<file path="config.mk">
export PLATFORM = sky130hd
export DESIGN_NAME = ar_access_ctrl
export DESIGN_NICKNAME = d
export VERILOG_FILES = /design/src/rtl/ar_ctrl_pkg.sv /design/src/rtl/ar_access_ctrl_rr_arb2.sv /design/src/rtl/ar_access_ctrl.sv
export SDC_FILE = /design/constraint.sdc
export NUM_CORES = 1
export LEC_CHECK = 0
export ABC_CLOCK_PERIOD_IN_PS = 1500
export BUFFER_PORTS_ARGS = -buffer_cell sky130_fd_sc_hd__buf_2
export CAP_MARGIN = 20
export CORE_AREA = 2 2 39 41
export DETAILED_ROUTE_END_ITERATION = 6
export DIE_AREA = 0 0 41 43
export GPL_ROUTABILITY_DRIVEN = 0
export GPL_TIMING_DRIVEN = 1
export PLACE_DENSITY = 0.59
export SYNTH_ARGS = -nofsm -noshare
export SYNTH_HDL_FRONTEND = slang
export SYNTH_HIERARCHICAL = 1
export SYNTH_SLANG_ARGS = --single-unit
</file>
<file path="constraint.sdc">
create_clock -name Clk -period 1.5 [get_ports Clk]
set_input_delay 0.225 -clock Clk [delete_from_list [all_inputs] [get_ports Clk]]
set_output_delay 0.225 -clock Clk [all_outputs]
set_load 0.005 [all_outputs]
</file>
<file path="src/rtl/ar_ctrl_pkg.sv">
// ar_ctrl_pkg: state, grant and AR source-select encodings shared by the AR access controller.
package ar_ctrl_pkg;
  typedef enum logic [1:0] {
    IDLE = 2'd0,
    LOAD = 2'd1,
    MEM  = 2'd2,
    DONE = 2'd3
  } state_e;
  localparam logic FETCH   = 1'b0;
  localparam logic OPER    = 1'b1;
  localparam logic SEL_BUS = 1'b0;
  localparam logic SEL_IMM = 1'b1;
endpackage

</file>
<file path="src/rtl/ar_access_ctrl_rr_arb2.sv">
// rr_arb2: combinational 2-way round-robin arbiter; a tie goes to the requester
// that did not win last time (req[0]=FETCH, req[1]=OPER).
module rr_arb2
  import ar_ctrl_pkg::*;
(
  input  logic [1:0] req,
  input  logic       lastGnt,
  output logic       gnt,
  output logic       valid
);
  always_comb begin
    valid = |req;
    gnt   = (&req) ? ~lastGnt : (req[1] ? OPER : FETCH);
  end
endmodule

</file>
<file path="src/rtl/ar_access_ctrl.sv">
// ar_access_ctrl: arbitrates fetch/operand AR loads and sequences the following memory read.
// Optional macro AR_TIMEOUT_EN adds a WAIT_MAX-cycle MEM timeout reported on Err.
module ar_access_ctrl
  import ar_ctrl_pkg::*;
#(
  parameter int WAIT_MAX = 15,
  parameter int CNT_W    = 4
) (
  input  logic Clk,
  input  logic Rst_n,
  input  logic ReqFetch,
  input  logic ReqOper,
  input  logic MemRdy,
  output logic WEN,
  output logic selAR,
  output logic MemRd,
  output logic AckFetch,
  output logic AckOper,
  output logic Busy,
  output logic Err
);
  state_e state_q, state_d;
  logic   gnt_q, last_q, arb_gnt, arb_valid, tmo;

  if (2 ** CNT_W <= WAIT_MAX) begin : g_bad_cnt_w
    $error("CNT_W too narrow for WAIT_MAX");
  end

  rr_arb2 u_arb (
    .req    ({ReqOper, ReqFetch}),
    .lastGnt(last_q),
    .gnt    (arb_gnt),
    .valid  (arb_valid)
  );

`ifdef AR_TIMEOUT_EN
  logic [CNT_W-1:0] cnt_q;
  assign tmo = state_q == MEM && !MemRdy && cnt_q == CNT_W'(WAIT_MAX);
  always_ff @(posedge Clk)
    cnt_q <= (!Rst_n || state_q == LOAD) ? '0 : (state_q == MEM) ? cnt_q + 1'b1 : cnt_q;
`else
  assign tmo = 1'b0;
`endif

  always_comb
    state_d = (state_q == IDLE) ? (arb_valid ? LOAD : IDLE) :
              (state_q == LOAD) ? MEM :
              (state_q == MEM)  ? ((MemRdy || tmo) ? DONE : MEM) : IDLE;

  // Outputs are decoded from the next state so each one is a flop aligned with its state.
  always_ff @(posedge Clk) begin
    if (!Rst_n) begin
      state_q  <= IDLE;
      gnt_q    <= FETCH;
      last_q   <= OPER;
      WEN      <= 1'b0;
      selAR    <= 1'b0;
      MemRd    <= 1'b0;
      AckFetch <= 1'b0;
      AckOper  <= 1'b0;
      Busy     <= 1'b0;
      Err      <= 1'b0;
    end else begin
      state_q  <= state_d;
      if (state_q == IDLE && arb_valid) gnt_q <= arb_gnt;
      if (state_q == DONE) last_q <= gnt_q;
      WEN      <= state_d == LOAD;
      selAR    <= (state_d == LOAD) ? ((arb_gnt == OPER) ? SEL_IMM : SEL_BUS) : 1'b0;
      MemRd    <= state_d == MEM;
      AckFetch <= state_d == DONE && gnt_q == FETCH;
      AckOper  <= state_d == DONE && gnt_q == OPER;
      Busy     <= state_d != IDLE;
      Err      <= tmo;
    end
  end
endmodule

</file>
== After elaboration in Yosys (flattened, before gate mapping) ==
Index checks and enable logic that the tools add are counted.

* Register bits after elaboration: 10
* Bits of input ports: 5
* Output and inout port bits: 7
* Logic and storage cells: 33

* Equal/unequal tests: 6
* Mux-type cells: 8
* Bitwise gates (word level): 2
* Reductions and logical operators: 8

{| class="wikitable"
|+ Operators by type and width
! operator !! count
|-
| 2-bit == test (second input constant) || 4
|-
| 2-bit 2-to-1 mux || 3
|-
| 1-bit 2-to-1 mux || 5
|-
| 2-bit by 1-bit == test with 1-bit output (second input constant) || 2
|-
| 2-bit AND reduction || 2
|-
| 1-bit logical AND || 3
|-
| 2-bit logical NOT || 1
|-
| 1-bit NOT || 2
|-
| 2-bit nonzero test || 1
|-
| 2-bit OR reduction || 1
|}

== Depth between registers and ports, before layout ==
Gate-level depths: netlist (run 1).

* Word-level depth: 6
* Depth in mapped cells: 4
* Gate-level depth less buffers: 4

== Cells and area by module ==
The synthesis (run 1) kept the hierarchy.

{| class="wikitable"
|+ By module, submodules not included
! module !! times used !! cells an instance !! area an instance (um^2) !! sequential area each (um^2)
|-
| ar_access_ctrl || 1 || 38 || 424.2 || 200.2
|-
| rr_arb2 || 1 || 2 || 13.8 || 0.0
|}

== Worst setup path after synthesis (run 1) ==
Ideal clock, no wire load.

* Kind: register -> register
* Start: register state_q[0]
* End: register MemRd
* Library setup time: 0.117 ns
* Data arrival time: 1.097 ns
* Data required time: 1.383 ns
* Setup slack: 0.286 ns
* Stages on the path, launching flop included: 5
* Buffers on the path: 0
* Clock period less this slack: 1.214 ns
* Cell sequence: dfxtp_1 > inv_1 > ha_1 > nand4bb_4 > and3b_2

* Cells in the longest elaborated chain, start to end: 5
* Elaborated cells between the ends (all ways): 7
* Those cells by class: 3 x eq/ne; 3 x mux; 1 x reduce/logical

{| class="wikitable"
|+ Ends and longest elaborated chain
! element !! RTL line !! text
|-
| from (decl) || ar_access_ctrl.sv:22 || <nowiki>state_e state_q, state_d;</nowiki>
|-
| from (signal assigned) || ar_access_ctrl.sv:64 || <nowiki>state_q <= state_d;</nowiki>
|-
| 2-bit == test || ar_access_ctrl.sv:48 || <nowiki>(state_q == MEM) ? ((MemRdy || tmo) ? DONE : MEM) : IDLE;</nowiki>
|-
| 2-bit 2-to-1 mux || ar_access_ctrl.sv:48 ||
|-
| 2-bit 2-to-1 mux || ar_access_ctrl.sv:47 || <nowiki>(state_q == LOAD) ? MEM :</nowiki>
|-
| 2-bit 2-to-1 mux * || ar_access_ctrl.sv:46 || <nowiki>state_d = (state_q == IDLE) ? (arb_valid ? LOAD : IDLE) :</nowiki>
|-
| 2-bit == test * || ar_access_ctrl.sv:69 || <nowiki>MemRd <= state_d == MEM;</nowiki>
|-
| to (signal assigned) || ar_access_ctrl.sv:58 || <nowiki>MemRd <= 1'b0;</nowiki>
|-
| to (signal assigned) || ar_access_ctrl.sv:69 ||
|-
| to (decl) || ar_access_ctrl.sv:16 || <nowiki>output logic MemRd,</nowiki>
|}

Mark *: on every way between the ends. The rest lies on a longest branch, timed or not.
A chain may end at the register's enable or synchronous reset.

== Final worst setup path (run 1) ==
Ends and elaborated chain as after synthesis.

==> results of run 1 <==
[cells in the final DEF (no fill, tap or decap)]
cell type,n
dfxtp_1,10
inv_1,4
buf_2,10
o21a_1,1
conb_1,1
nand2_1,3
mux2i_1,1
and3_2,1
ha_1,4
a21boi_0,3
nand3_1,1
and3b_2,1
a21oi_1,3
clkbuf_4,3
a21boi_1,1
nand2b_1,1
or2_1,1
a211oi_2,2
nand4bb_4,1
[worst paths after layout]
path / to / slack, ns / from / depth (start not counted)
setup reg to reg: MemRd / 0.18 / state_q[0] / 4
setup / recovery: MemRd / 0.18 / state_q[0] / 4
hold reg to reg: last_q / 0.47 / last_q / 2
hold / removal: last_q / 0.19 / Rst_n / 2
[flip-flops by register name, indices dropped and copies added (netlist names)]
signal	cells
AckFetch	1
state_q	2
last_q	1
Busy	1
MemRd	1
AckOper	1
WEN	1
selAR	1
gnt_q	1
[layer usage]
layer | GRT usage | up-vias | share of wire
met4 | 0.04000 | 0 | 0
met2 | 0.1125 | 10 | 0.45
met3 | 0.06283 | 0 | 0.042
met5 | 0 | - | 0
li1 | - | 157 | -
met1 | 0.1205 | 134 | 0.50
[stage by stage]
step	utilization	std cells	hold slack, ns	total power (W)	worst slack (ns)
detailed placement	0.3617	65	0.4524	0.0004608	0.2010
global placement	0.3617	65	0.4576	0.0004587	0.2280
CTS	0.3779	68	0.1834	0.0006437	0.1795
finish	0.3779	68	0.1917	0.0006308	0.1823
global route	0.3779	68	0.1860	0.0006708	0.09662
floorplan	-	40	0.2869	0.0004176	0.2863
[logic make-up (layout without fill, tap and decap cells)]
group                    Yosys count  in the layout  share of synthesized area
AO/OA/AOI/OAI                     10             10                     0.1771
flip-flops                        10             10                     0.4571
AND/OR/NAND/NOR                    9              9                     0.1686
buffers and inverters              5             17                    0.05142
adder cells (fa/ha/maj)            4              4                     0.1143
other                              1              1                   0.008563
multiplexers                       1              1                    0.02286
[layout make-up]
type	count	area share
clock buffers	3	0.04306
inverters	4	0.02871
multi-input cells	25	0.4115
flip-flops and latches	10	0.3828
well taps	16	0.03828
repair buffers	10	0.09569
[worst max-delay path: cells and delay by family (launching register included)]
kind | cells | cell delay (ns)
flops | 1 | 0.37
fa+ha+maj | 1 | 0.25
simple gates | 2 | 0.52
buf+inv | 1 | 0.08
[power by group]
part	internal, W	switching (W)
Sequential	0.000297	0.0000136
Combinational	0.0000697	0.0000744
Clock	0.0000923	0.0000835
Total	0.000459	0.000171
==> results.txt, run 1 <==
Outcome -> finished clean
Achievable clock frequency -> 758.9 MHz
CTS buffer count -> 3
Detail Route Antenna Nets -> 0
LEAKAGE -> 0.2431 nW
Cell taking the most area after synthesis -> dfxtp_1
Flops & latches, synth -> 10
Final Hold Violating Endpoints -> 0
Post-synth ARST share -> 0
DR vias/cell -> 4.426
Fillers -> 145
Post-Route Skew -> 0.0002502 ns
IO buf count -> 10
CTS Sinks -> 10
# DRC -> 0
Die ar. -> 1763 sq um
Total global-route track usage -> 0.09173
Vias -> 301
Initial Utilization -> 0.3165
Cell with the most instances after synthesis -> dfxtp_1
Postcts setup bufs -> 0
Synth top area cells -> dfxtp_1, ha_1, nand4bb_4
Final Setup Violations -> 0
Commonest register cell after synthesis -> dfxtp_1
Share of cells above drive strength 1 -> 0.3462
Worst Setup Start Kind -> flip-flop
FF+latch area -> 200.2 sq um
Initial DRT Pass Iterations -> 1
Placed cell areas -> 500.5 sq um
Root Driver -> clkbuf_4
PD cells -> 1206 nW/um^2
Crit-path max FO -> 7
Register area share after synthesis -> 0.4571
Crit Path Class -> flip-flop to flip-flop
Cell area after synthesis -> 437.9 sq um
Worst path max stage delay -> 0.37 ns
Tcrit/Tclk final -> 0.8785
Avg Inst Size Synth -> 10.95 sq um
Clk slew on worst S/H paths -> 0.06 ns
Mapped Cells -> 40
Worst hold path class -> input port to flip-flop
Initial DRC Count -> 0
Die X -> 41 um
Unrepaired setup endpoints after global routing -> false
CP max stage cell -> dfxtp_1
Max-Cap Viols -> 0
Critical path, cell by cell -> inv_1 > ha_1 > nand4bb_4 > and3b_2
Critical path arrival -> 1.47 ns
CP Data Required Time -> 1.65 ns
Largest net degree at the start of global routing -> 8
Syn nets -> 49
Cell area after layout -> 523.0 sq um
Site Rows -> 14
CTS tree -> done
Nets -> 63
Clk Latency, worst-skew pair -> 0.26 ns
Post-synth EDFFs -> 0
H-tree depth -> 1
Initial antenna violation count -> 0
DR WL/cell -> 10.25 um
Height of the die -> 43 um
Remaining global-route overflow -> 0
Cts hold-fix bufs -> 0
YS warnings -> 6
Clock Path Buffers -> 2
I/O pin cnt -> 12
Post-synth top area share -> 0.4571
Max-slew violation count -> 0
Setup TNS -> 0 ns
Layout area overhead -> 19.43%
Post-layout min period -> 1.318 ns
Most frequent cells after synthesis -> dfxtp_1, ha_1, inv_1
Worst VDD drop -> 469.7 uV
Ant. Diodes -> 0
Core ar. -> 1384 sq um
Hpwl dp -> 527.1 um
CP endpoint kind -> flip-flop
Multi-input logic area -> 215.2 sq um
WL final -> 697 um
First-pass GRT wire length -> 1048 um
PostCTS Resize Cnt -> 0
Library cells used by synthesis -> 18
Number of global-route vias before repair -> 249
(Power assumes the default switching activity.)
==> inputs of run 2 (changes only) <==
--- a/config.mk
+++ b/config.mk
@@ -7,13 +7,12 @@
 export LEC_CHECK = 0
 export ABC_CLOCK_PERIOD_IN_PS = 1500
 export BUFFER_PORTS_ARGS = -buffer_cell sky130_fd_sc_hd__buf_2
-export CAP_MARGIN = 20
 export CORE_AREA = 2 2 39 41
 export DETAILED_ROUTE_END_ITERATION = 6
 export DIE_AREA = 0 0 41 43
 export GPL_ROUTABILITY_DRIVEN = 0
 export GPL_TIMING_DRIVEN = 1
-export PLACE_DENSITY = 0.59
+export PLACE_DENSITY = 0.57
 export SYNTH_ARGS = -nofsm -noshare
 export SYNTH_HDL_FRONTEND = slang
 export SYNTH_HIERARCHICAL = 1
==> run 2 against run 1 <==
  * Critical path depth is the same
  * Clock power increased by 35%
  * Global-route usage up 1.3 points
  * Hold slack better by 0.0012 ns
  * Die area unchanged
  * Combinational power down 3%
  * Sequential cell count unchanged
  * Cell count is 1.5% higher
  * Register-to-register slack barely moved
  * Sequential power is essentially flat
  * Fmax is 1.1% higher
  * Largest power group unchanged
  * Highest routed layer unchanged
==> results.txt, run 2 (synthesis gave the netlist of run 1 again) <==
Core ar. -> 1384 sq um (unchanged)
Final Hold Violating Endpoints -> 0 (unchanged)
CP Data Required Time -> 1.66 ns (was 1.65 ns)
Die ar. -> 1763 sq um (unchanged)
WL final -> 654 um (was 697 um)
Outcome -> finished clean (unchanged)
Max-slew violation count -> 0 (unchanged)
DR WL/cell -> 9.478 um (was 10.25 um)
Final critical-path setup slack -> 0.1966 ns (was 0.1823 ns)
CP max stage cell -> dfxtp_1 (unchanged)
Postcts setup bufs -> 0 (unchanged)
Height of the die -> 43 um (unchanged)
Crit Path Class -> flip-flop to flip-flop (unchanged)
CTS buffer count -> 3 (unchanged)
Max Used Layer -> met3 (unchanged)
Wire length on met3 -> 68 um (was 29 um)
CTS tree -> done (unchanged)
Initial Utilization -> 0.3165 (unchanged)
First-pass GRT wire length -> 1166 um (was 1048 um)
Initial antenna violation count -> 0 (unchanged)
Achievable clock frequency -> 767.3 MHz (was 758.9 MHz)
LEAKAGE -> 0.2503 nW (was 0.2431 nW)
Total global-route track usage -> 0.1049 (was 0.09173)
Ant. Diodes -> 0 (unchanged)
Worst VDD drop -> 645.4 uV (was 469.7 uV)
Reg2reg setup slack -> 0.20 ns (was 0.18 ns)
PostCTS Resize Cnt -> 0 (unchanged)
Critical path, cell by cell -> inv_1 > ha_1 > nand4bb_4 > and3b_2 (unchanged)
Number of global-route vias before repair -> 282 (was 249)
Post-Route Utilization -> 0.3879 (was 0.3779)
Post-layout min period -> 1.303 ns (was 1.318 ns)
Cts hold-fix bufs -> 0 (unchanged)
H-tree depth -> 1 (unchanged)
PD cells -> 1284 nW/um^2 (was 1206 nW/um^2)
Setup TNS -> 0 ns (unchanged)
Share of cells above drive strength 1 -> 0.3585 (was 0.3462)
Largest register FFs -> 2 (unchanged)
Site Rows -> 14 (unchanged)
Layout area overhead -> 22.57% (was 19.43%)
Worst path max stage delay -> 0.36 ns (was 0.37 ns)
Clk Latency, worst-skew pair -> 0.26 ns (about the same)
DR WL met2 -> 298 um (was 317 um)
Die X -> 41 um (unchanged)
Clock Path Buffers -> 2 (unchanged)
Critical path arrival -> 1.46 ns (was 1.47 ns)
CP endpoint kind -> flip-flop (unchanged)
# DRC -> 0 (unchanged)
Vias -> 313 (was 301)
Worst Setup Start Kind -> flip-flop (unchanged)
IO buf count -> 10 (unchanged)
I/O pin cnt -> 12 (unchanged)
Largest net degree at the start of global routing -> 8 (unchanged)
Initial DRC Count -> 2 (was 0)
Initial DRT Pass Iterations -> 2 (was 1)
CTS Sinks -> 10 (unchanged)
Most flops, register -> state_q (unchanged)
Nets -> 63 (unchanged)
Worst slack, placed -> 0.2025 ns (was 0.2010 ns)
Final Setup Violations -> 0 (unchanged)
Worst hold path class -> input port to flip-flop (unchanged)
Remaining global-route overflow -> 0 (unchanged)
Detail Route Antenna Nets -> 0 (unchanged)
Crit-path max FO -> 7 (unchanged)
Root Driver -> clkbuf_4 (unchanged)
Clk slew on worst S/H paths -> 0.07 ns (was 0.06 ns)
Post-Route Skew -> 0.002228 ns (was 0.0002502 ns)
M1 wire length -> 288 um (was 350 um)
Max-Cap Viols -> 0 (unchanged)
Unrepaired setup endpoints after global routing -> false (unchanged)
Tcrit/Tclk final -> 0.8689 (was 0.8785)
Most frequent cells in the layout -> dfxtp_1, buf_2, inv_1, ha_1 (unchanged)
DR vias/cell -> 4.536 (was 4.426)
==> run 2: cell count changes in the layout (fill, tap and decap cells not counted), sizes merged <==
cell	previous run	this run
clkbuf	3	4
==> run 2: final timing paths <==
kind,depth (start not counted),endpoint,start
worst max-delay path,4,MemRd,state_q[0]
worst min register to register,2,last_q,last_q
worst max register to register,4,MemRd,state_q[0]
worst min-delay path,2,last_q,Rst_n
==> run 2: critical path: cells and delay by family, from the launching register on <==
kind	cells	cell delay, ns
flip-flops	1	0.36
adder cells (fa/ha/maj)	1	0.24
buffers and inverters	1	0.07
AND/OR/NAND/NOR	2	0.52
==> run 2: where the power goes <==
part           total, W  switching (W)  leakage, nW  internal (W)
clock          0.000238      0.0000912       0.0210      0.000147
combinational  0.000140      0.0000712        0.147     0.0000692
sequential     0.000310      0.0000133       0.0820      0.000297
==> run 2: routing by layer <==
metal  vias to the layer above  global-route usage
li1                        163                   -
met1                       138              0.1340
met2                        12              0.1313
met3                         0             0.09424
met4                         0             0.02000
met5                         -                   0
==> run 2: layout make-up <==
class | instances | area, sq um
Sequential cell | 10 | 200.2
Inverter | 4 | 15.01
Timing Repair Buffer | 10 | 50.05
Multi-Input combinational cell | 25 | 215.2
Tap cell | 16 | 20.02
Fill cell | 146 | 847.1
Clock buffer | 4 | 36.28
==> run 2: metrics by stage <==
step	cell area, sq um	instances	hold slack, ns	total power, W
floorplan	437.9	40	0.2869	0.0004176
global route	536.8	69	0.1849	0.0007458
detailed placement	500.5	65	0.4616	0.0004590
CTS	536.8	69	0.1859	0.0007007
finish	536.8	69	0.1928	0.0006893
global placement	500.5	65	0.4612	0.0004584
==> inputs of run 3 (changes only) <==
--- a/config.mk
+++ b/config.mk
@@ -8,11 +8,13 @@
 export ABC_CLOCK_PERIOD_IN_PS = 1500
 export BUFFER_PORTS_ARGS = -buffer_cell sky130_fd_sc_hd__buf_2
 export CORE_AREA = 2 2 39 41
+export CTS_BUF_LIST = sky130_fd_sc_hd__clkbuf_8
 export DETAILED_ROUTE_END_ITERATION = 6
 export DIE_AREA = 0 0 41 43
 export GPL_ROUTABILITY_DRIVEN = 0
 export GPL_TIMING_DRIVEN = 1
 export PLACE_DENSITY = 0.57
+export SKIP_CTS_REPAIR_TIMING = 1
 export SYNTH_ARGS = -nofsm -noshare
 export SYNTH_HDL_FRONTEND = slang
 export SYNTH_HIERARCHICAL = 1
==> run 3 against run 2 <==
  * Cell count did not move
  * Critical path depth did not move
  * Via count fell by 1.6%
  * Fmax increased by 0.22%
  * Clock-buffer cell count stayed put
  * Utilization increased by 1.4 points
  * Sequential cell count unchanged
==> results.txt, run 3 (synthesis gave the netlist of run 1 again) <==
Achievable clock frequency -> 768.9 MHz (was 767.3 MHz)
Initial antenna violation count -> 0 (unchanged)
Fillers -> 145 (was 146)
CP endpoint kind -> flip-flop (unchanged)
Clock Path Buffers -> 2 (unchanged)
Most frequent cells in the layout -> dfxtp_1, buf_2, inv_1, ha_1, clkbuf_8 (was dfxtp_1, buf_2, inv_1, ha_1)
Nets -> 63 (unchanged)
First-pass GRT wire length -> 1179 um (was 1166 um)
PD cells -> 1417 nW/um^2 (was 1284 nW/um^2)
DR vias/cell -> 4.464 (was 4.536)
CTS Sinks -> 10 (unchanged)
Setup TNS -> 0 ns (unchanged)
FF+latch area -> 200.2 sq um (unchanged)
Initial DRC Count -> 3 (was 2)
Max-slew violation count -> 0 (unchanged)
Cell area after layout -> 555.5 sq um (was 536.8 sq um)
Total global-route track usage -> 0.1070 (was 0.1049)
Root Driver -> clkbuf_8 (was clkbuf_4)
Detail Route Antenna Nets -> 0 (unchanged)
CP Data Required Time -> 1.63 ns (was 1.66 ns)
Clk slew on worst S/H paths -> 0.05 ns (was 0.07 ns)
Ant. Diodes -> 0 (unchanged)
Most flops, register -> state_q (unchanged)
Die ar. -> 1763 sq um (unchanged)
Post-Route Skew -> 0.001116 ns (was 0.002228 ns)
Worst Setup Start Kind -> flip-flop (unchanged)
LEAKAGE -> 0.2581 nW (was 0.2503 nW)
Largest net degree at the start of global routing -> 8 (unchanged)
Vias -> 308 (was 313)
Max-Cap Viols -> 0 (unchanged)
WL final -> 672 um (was 654 um)
Post-Route Utilization -> 0.4014 (was 0.3879)
IO buf count -> 10 (unchanged)
# DRC -> 0 (unchanged)
Worst hold path class -> input port to flip-flop (unchanged)
Final Setup Violations -> 0 (unchanged)
Placed cell areas -> 500.5 sq um (unchanged)
Critical path arrival -> 1.43 ns (was 1.46 ns)
Worst VDD drop -> 633.5 uV (was 645.4 uV)
Worst slack, placed -> 0.2025 ns (unchanged)
Height of the die -> 43 um (unchanged)
Crit-path max FO -> 7 (unchanged)
Core ar. -> 1384 sq um (unchanged)
Number of global-route vias before repair -> 287 (was 282)
CTS tree -> done (unchanged)
Post-layout min period -> 1.301 ns (was 1.303 ns)
Die X -> 41 um (unchanged)
Remaining global-route overflow -> 0 (unchanged)
Outcome -> finished clean (unchanged)
Clk Latency, worst-skew pair -> 0.24 ns (was 0.26 ns)
Largest register FFs -> 2 (unchanged)
Layout area overhead -> 26.86% (was 22.57%)
Crit Path Class -> flip-flop to flip-flop (unchanged)
Unrepaired setup endpoints after global routing -> false (unchanged)
CTS buffer count -> 3 (unchanged)
Tcrit/Tclk final -> 0.8670 (was 0.8689)
Final Hold Violating Endpoints -> 0 (unchanged)
Multi-input logic area -> 215.2 sq um (unchanged)
Initial DRT Pass Iterations -> 3 (was 2)
Share of cells above drive strength 1 -> 0.3585 (unchanged)
Initial Utilization -> 0.3165 (unchanged)
Final critical-path setup slack -> 0.1995 ns (was 0.1966 ns)
DR WL/cell -> 9.739 um (was 9.478 um)
I/O pin cnt -> 12 (unchanged)
Site Rows -> 14 (unchanged)
H-tree depth -> 1 (unchanged)
[run 3: final timing paths]
| kind | start | to | slack, ns | depth (start not counted) |
|---|---|---|---|---|
| min | Rst_n | last_q | 0.22 | 2 |
| min reg2reg | last_q | last_q | 0.47 | 2 |
| max | state_q[0] | MemRd | 0.20 | 4 |
| max reg2reg | state_q[0] | MemRd | 0.20 | 4 |
[run 3: cell type report]
type	instances	share of cell area
Multi-Input combinational cell	25	0.3874
Sequential cell	10	0.3604
Clock buffer	4	0.09910
Timing Repair Buffer	10	0.09009
Tap cell	16	0.03604
Inverter	4	0.02703
[run 3: report_power, final]
group	switching [W]	leakage (nW)	internal, W	total (W)
Combinational	0.0000714	0.147	0.0000692	0.000141
Clock	0.000105	0.0288	0.000231	0.000335
Sequential	0.0000133	0.0820	0.000298	0.000312
Total	0.000189	0.258	0.000598	0.000787
[run 3: critical path: stages (launching register included)]
cell       delay [ns]
dfxtp_1          0.36
inv_1            0.07
ha_1             0.24
nand4bb_4        0.29
and3b_2          0.23
[run 3: per-layer routing]
| layer | wire length, um | GRT usage | up-vias |
|---|---|---|---|
| met5 | 0 | 0 | - |
| met1 | 287 | 0.1307 | 134 |
| met4 | 0 | 0.04000 | 0 |
| li1 | - | - | 162 |
| met2 | 309 | 0.1313 | 12 |
| met3 | 75 | 0.09424 | 0 |
[run 3: stage by stage]
stage	hold WS (ns)	power [W]	std cells
global route	0.2268	0.0008389	69
floorplan	0.2869	0.0004176	40
global placement	0.4612	0.0004584	65
detailed placement	0.4616	0.0004590	65
finish	0.2178	0.0007873	69
CTS	0.2163	0.0007999	69
